[src/rtl/fetch_seq_ctrl.sv]
// PC / instruction-fetch sequencer: single-outstanding req/gnt/rvalid fetch with hazard hold,
// redirect squash and halt. Optional stall counter output when FETCH_PERF_CNT_EN is defined.
module fetch_seq_ctrl #(
  parameter int unsigned MAX_WAIT = 16
) (
  input  logic        clk,
  input  logic        rstn,
  output logic        imem_req,
  input  logic        imem_gnt,
  input  logic        imem_rvalid,
  input  logic        redirect,
  input  logic        hazard_stall,
  input  logic        halt,
  output logic        stay,
  output logic        if_valid,
  output logic        flush,
  output logic        timeout_err,
`ifdef FETCH_PERF_CNT_EN
  output logic [31:0] stall_cycles,
`endif
  output logic        busy
);

  localparam int unsigned WCNT_W = $clog2(MAX_WAIT + 1);

  typedef enum logic [2:0] {
    StIdle, StReq, StWait, StAdv, StHold, StFlush, StHalt
  } state_e;

  state_e              state_q, state_d;
  logic [WCNT_W-1:0]   wcnt_q, wcnt_d;
  logic                redir_pend_q, redir_pend_d;
  logic                halt_pend_q, halt_pend_d;
  logic                tmo_q, tmo_d;
  logic                halt_seen;
  logic                stay_q, req_q, if_valid_q, flush_q, busy_q;

  always_comb begin
    state_d      = state_q;
    wcnt_d       = wcnt_q;
    redir_pend_d = redir_pend_q;
    halt_pend_d  = halt_pend_q;
    tmo_d        = tmo_q;
    halt_seen    = halt | halt_pend_q;
    unique case (state_q)
      StIdle, StReq: begin
        if (halt) begin
          state_d      = StHalt;
          redir_pend_d = 1'b0;
        end else begin
          if (redirect) redir_pend_d = 1'b1;
          if (state_q == StIdle) begin
            state_d = StReq;
          end else if (imem_gnt) begin
            state_d     = StWait;
            wcnt_d      = '0;
            halt_pend_d = 1'b0;
          end
        end
      end
      StWait: begin
        // The outstanding fetch must complete, so halt/redirect are latched here
        wcnt_d = wcnt_q + WCNT_W'(1);
        if (halt) halt_pend_d = 1'b1;
        if (halt_seen) redir_pend_d = 1'b0;
        else if (redirect) redir_pend_d = 1'b1;
        if (imem_rvalid) begin
          if (halt_seen)                      state_d = StHalt;
          else if (redirect || redir_pend_q)  state_d = StFlush;
          else if (hazard_stall)              state_d = StHold;
          else                                state_d = StAdv;
        end else if (wcnt_q == WCNT_W'(MAX_WAIT - 1)) begin
          tmo_d   = 1'b1;
          state_d = StHalt;
        end
      end
      StAdv: begin
        if (halt)          state_d = StHalt;
        else if (redirect) state_d = StFlush;
        else               state_d = StReq;
      end
      StHold: begin
        if (halt)               state_d = StHalt;
        else if (redirect)      state_d = StFlush;
        else if (!hazard_stall) state_d = StAdv;
      end
      StFlush: begin
        if (halt) begin
          state_d      = StHalt;
          redir_pend_d = 1'b0;
        end else begin
          state_d      = StReq;
          redir_pend_d = redirect;
        end
      end
      StHalt: state_d = StHalt;
      default: state_d = StIdle;
    endcase
  end

  // Outputs are registered decodes of the next state, so they track state_q exactly
  always_ff @(posedge clk or negedge rstn) begin
    if (!rstn) begin
      state_q      <= StIdle;
      wcnt_q       <= '0;
      redir_pend_q <= 1'b0;
      halt_pend_q  <= 1'b0;
      tmo_q        <= 1'b0;
      stay_q       <= 1'b1;
      req_q        <= 1'b0;
      if_valid_q   <= 1'b0;
      flush_q      <= 1'b0;
      busy_q       <= 1'b1;
    end else begin
      state_q      <= state_d;
      wcnt_q       <= wcnt_d;
      redir_pend_q <= redir_pend_d;
      halt_pend_q  <= halt_pend_d;
      tmo_q        <= tmo_d;
      stay_q       <= !((state_d == StAdv) || (state_d == StFlush));
      req_q        <= (state_d == StReq);
      if_valid_q   <= (state_d == StAdv) || (state_d == StHold);
      flush_q      <= (state_d == StFlush);
      busy_q       <= (state_d != StHalt);
    end
  end

  assign imem_req    = req_q;
  assign stay        = stay_q;
  assign if_valid    = if_valid_q;
  assign flush       = flush_q;
  assign timeout_err = tmo_q;
  assign busy        = busy_q;

`ifdef FETCH_PERF_CNT_EN
  logic [31:0] stall_q;

  // REQ, WAIT and HOLD are exactly the non-idle, non-halted states that hold the PC
  always_ff @(posedge clk or negedge rstn) begin
    if (!rstn) begin
      stall_q <= '0;
    end else if ((state_q == StReq) || (state_q == StWait) || (state_q == StHold)) begin
      stall_q <= stall_q + 32'd1;
    end
  end

  assign stall_cycles = stall_q;
`endif

endmodule

[config.mk]
export PLATFORM = sky130hd
export DESIGN_NAME = fetch_seq_ctrl
export DESIGN_NICKNAME = d
export VERILOG_FILES = /design/src/rtl/fetch_seq_ctrl.sv
export SDC_FILE = /design/constraint.sdc
export NUM_CORES = 1
export LEC_CHECK = 0
export BUFFER_PORTS_ARGS = -buffer_cell sky130_fd_sc_hd__clkbuf_2
export CELL_PAD_IN_SITES_DETAIL_PLACEMENT = 0
export CELL_PAD_IN_SITES_GLOBAL_PLACEMENT = 1
export CORE_MARGIN = 2
export CORE_UTILIZATION = 35
export CTS_BUF_LIST = sky130_fd_sc_hd__clkbuf_2 sky130_fd_sc_hd__clkbuf_4 sky130_fd_sc_hd__clkbuf_8
export CTS_CLUSTER_DIAMETER = 60
export DETAILED_ROUTE_END_ITERATION = 7
export PLACE_DENSITY = 0.65
export SETUP_SLACK_MARGIN = 0.02
export SKIP_CTS_REPAIR_TIMING = 1
export SLEW_MARGIN = 5
export SYNTH_ARGS = -nofsm -noshare
export SYNTH_HDL_FRONTEND = slang
export SYNTH_SLANG_ARGS = --single-unit
[constraint.sdc]
create_clock -name clk -period 3.22 [get_ports clk]
set_input_delay 0.322 -clock clk [delete_from_list [all_inputs] [get_ports clk]]
set_output_delay 0.322 -clock clk [all_outputs]
set_load 0.005 [all_outputs]
==> results.md <==
- The flow ran to the end, and the final reports show no timing, DRC or antenna violations.
- Counting the buffers created by CTS gives 3.
- Entering global routing, the biggest net connects 17 pins.
- The layout-stage area growth over the synthesis result is 13.0%.
- The vias after detailed routing is 734.
- The final critical path time including I/O delays and setup is 1940 ps.
- The total nets after synthesis is 99.
- Of the post-synthesis cell area, the dominant cell type holds 0.397.
- The share of total power dissipated in combinational logic is 0.396.
- The floorplan has 18 rows.
- The delay of the slowest cell on the worst path is 660 ps.
- The Yosys step of the flow raised 0 warnings.
- The first global-routing pass estimated roughly 3000 um of wire.
- Once layout is complete, the utilization of the core stands at 0.410.
- Setup violations remaining at the end of the flow were counted as 0.
- 0 antenna diodes ended up in the layout.
- The layout has 246 filler cells.
- The endpoint type of the worst setup path is a flop.
- Before antenna repair, the detailed router went through 4 iterations.
- The highest fanout seen on the critical path is 16.
- The capture instance of the worst register-to-register path is if_valid.
- The peak ir drop on the vdd network is 0.401 mV.
- The floorplan step defined a die boundary enclosing 2940 um2.
- The proportion of register bits with asynchronous set or reset after synthesis is 1.00.
- The placer congestion estimate is approximately 0.85.
- The switching share of total power is 0.383.
- The number of enable flip-flop cells after synthesis is 0.
- The clock arrives with 1.19 ps of skew.
- The worst hold path passes through 3 cells.
- The analysis attributes to cell leakage a power of around 0.00045 uW.
- The critical path goes through inv_1 -> a2111oi_0 -> nor4_2 -> nor2_1 -> mux2_2.
- The number of endpoints with negative hold slack in the final report is 0.
- The kind of cell with the highest combined delay on the critical path is flip-flops.
- The initial antenna violation count was 0.
- The effective utilization at floorplan is 0.363.
- The routed wire length is 1780 um.
- Setup repair after global routing left no endpoint under its margin.
- The endpoint with the worst hold slack is timeout_err.
- Buffers placed on the I/O ports in this run total 12.
- The net total in the final layout is 113.
- The total congestion overflow after global routing is 0.
- In this run the clock root is driven by a sky130_fd_sc_hd__clkbuf_4.
- In the routed design, unresolved DRC markers number 0.
- The slew at the pin with the worst max-slew slack is 776 ps.
- The count of pins on the block boundary is 13.
- The accumulated negative setup slack is 0 ps.
- The worst setup path is launched from a flop.
- The final cell count without fillers is around 130.
- The worst min-delay path startpoint is imem_rvalid.
- Measured in cells, the most critical reg-to-reg path has a length of 5.
- In this run the horizontal extent of the chip is 54.2 um.
- The tightest min-delay check is of the primary input to flop type.
- In the post-synthesis netlist, the cell with the most instances is sky130_fd_sc_hd__dfrtp_1.
- The worst setup path category is flop to flop.
- For this run, the top clock speed supported by timing is 515 MHz.
- The fraction of power consumed by sequential logic is 0.440.
- The count of nets left with antenna violations once routing finished came out at 0.
- The synthesized design spends more area on one cell type than any other, namely sky130_fd_sc_hd__dfrtp_1.
- STA puts the critical path data arrival time at around 2200 ps.
- TritonCTS built the clock tree.
- CTS built an H-tree with a depth of 1.
- The clock edge transition at the registers on the reported setup and hold paths is approximately 90 ps.
- In this run the vertical extent of the chip is 54.2 um.
- After detailed placement, the design holds a cell count of 128.
- The synthesized area per cell is between 9 and 10 um2.
- The power density over the cells is ~820 nW/um2.
- The wire-length estimate of the detail-placed layout is 1340 um.
- The number of global-route vias before repair is 641.
- The clock drives 16 sinks.
- For the worst-skew pair, the clock arrives at the later sink with an insertion delay of 290 ps.
- The share of total power dissipated in the clock network is 0.165.
- The routed length per placed instance is 13.4 um.
- The switching component of the power is 314 uW.
- For flop-to-flop paths, the worst setup slack is 1280 ps.
- The core footprint is around 2400 um2.
- The worst register-to-register path begins at state_q[0].
- Measured against its own limit, the worst slew margin works out to 0.469.
- By area the synthesized netlist is led by sky130_fd_sc_hd__dfrtp_1 40%, sky130_fd_sc_hd__dfstp_2 5.9%, sky130_fd_sc_hd__inv_1 3.4%.
- The most used flip-flop cell after synthesis is sky130_fd_sc_hd__dfrtp_1.
- At the worst endpoint, the required time is 3460 ps.
- Ranked by instance count, the synthesized netlist is headed by 14 x sky130_fd_sc_hd__dfrtp_1, 8 x sky130_fd_sc_hd__inv_1, 6 x sky130_fd_sc_hd__nand2_1, 6 x sky130_fd_sc_hd__nor2_1, 5 x sky130_fd_sc_hd__o21ai_0.
- The total buffers and inverters traversed by the critical path is 1.
- The number of storage elements in the synthesis netlist is 16.
- The design draws 819 uW.
- The part of the cycle the worst path needs is 0.603.
- The global-route usage over all layers is 0.151.
- The mean number of vias per cell is 5.52.
- The post-synthesis instance area is 883 um2.
- The unique cell type count in the Yosys netlist is around 40.
- The sequential share of the synthesized area is 0.456.
- The number of cells produced by synthesis is 90.
- The tool flagged a number of max-cap violations equal to 0.
- The slowest stage of the critical path belongs to the cell sky130_fd_sc_hd__dfrtp_1.
- The internal portion of the total power is 505 uW.
- Of the cells placed in the final design, the portion with a size suffix greater than 1 is 0.243.
- Counting along the longest clock path gives a buffer depth of 2.
- The number of violations reported at the end of detailed-routing iteration 0 is 14.
- The final max-slew violation count came to 0.
==> worst max-delay path by stage <==
stage / start / to / slack (ps) / cells after the start
finish: state_q[0] / if_valid / 1280 / 5
global route: state_q[0] / if_valid / 1120 / 5
detailed placement: wcnt_q[0] / if_valid / 1340 / 8
global placement: state_q[0] / if_valid / 1330 / 5
CTS: wcnt_q[0] / if_valid / 1310 / 8
floorplan: wcnt_q[0] / if_valid / 1450 / 8
==> power by group through the flow <==
stage	Combinational [uW]	Clock, uW	Sequential (uW)
detailed placement	327	0	363
finish	324	135	360
CTS	329	140	359
global placement	324	0	364
global route	375	152	373
floorplan	289	0	322
==> metal layers <==
layer / global-route usage / share of wire / vias to the layer above
li1: - / - / 351
met1: 0.184 / 0.43 / 358
met2: 0.229 / 0.48 / 18
met3: 0.0601 / 0.058 / 7
met4: 0.0792 / 0.028 / 0
met5: 0 / 0 / -
==> worst reg2reg max path, delay by kind of cell (launching register included) <==
kind / cells / cell delay (ps)
DFF: 1 / 660
muxes: 1 / 160
buffers and inverters: 1 / 140
and+or+nand+nor: 2 / 290
AOI/OAI and AO/OA: 1 / 640
==> cell usage in the layout, fill, tap and decap left out, types with 2 or more instances in the layout <==
cell / synthesis / routed
sky130_fd_sc_hd__a21oi_1: 2 / 2
sky130_fd_sc_hd__a31oi_1: 3 / 3
sky130_fd_sc_hd__clkbuf_2: 0 / 12
sky130_fd_sc_hd__clkbuf_4: 0 / 3
sky130_fd_sc_hd__dfrtp_1: 14 / 14
sky130_fd_sc_hd__dfstp_2: 2 / 2
sky130_fd_sc_hd__ha_1: 2 / 2
sky130_fd_sc_hd__inv_1: 8 / 8
sky130_fd_sc_hd__nand2_1: 6 / 6
sky130_fd_sc_hd__nand2b_1: 3 / 3
sky130_fd_sc_hd__nor2_1: 6 / 6
sky130_fd_sc_hd__nor2b_1: 4 / 4
sky130_fd_sc_hd__nor3_1: 2 / 2
sky130_fd_sc_hd__o21ai_0: 5 / 5
sky130_fd_sc_hd__o22ai_1: 3 / 3
sky130_fd_sc_hd__xor2_1: 2 / 2
==> cells by family (layout without fill, tap and decap cells) <==
logic type | Yosys count | after routing | share of synthesized area
adders and majority gates | 2 | 2 | 0.0283
AOI/OAI and AO/OA | 26 | 26 | 0.214
and+or+nand+nor | 31 | 31 | 0.203
xor gates and xnor gates | 2 | 2 | 0.0198
muxes | 1 | 1 | 0.0127
buffers and inverters | 12 | 25 | 0.0666
DFF | 16 | 16 | 0.456
==> cell type report <==
class / count / area (um2) / share of cell area
Clock buffer: 4 / 36.3 / 0.0363
Inverter: 8 / 30.0 / 0.0301
Multi-Input combinational cell: 62 / 422 / 0.422
Sequential cell: 16 / 403 / 0.404
Tap cell: 30 / 37.5 / 0.0376
Timing Repair Buffer: 13 / 70.1 / 0.0702
==> through the flow <==
| step | hold slack [ps] | worst slack (ps) | area, um2 |
|---|---|---|---|
| floorplan | 26.4 | 1450 | 883 |
| global placement | 266 | 1330 | 952 |
| detailed placement | 282 | 1340 | 952 |
| CTS | -49.8 | 1310 | 988 |
| global route | 343 | 1120 | 998 |
| finish | 351 | 1280 | 998 |
==> state kept, by name (all words and copies together) (netlist names) <==
register and cells:
busy 1, flush 1, halt_pend_q 1, if_valid 1, imem_req 1, redir_pend_q 1, state_q 3, stay 1
timeout_err 1, wcnt_q 5
(Power assumes the default switching activity.)
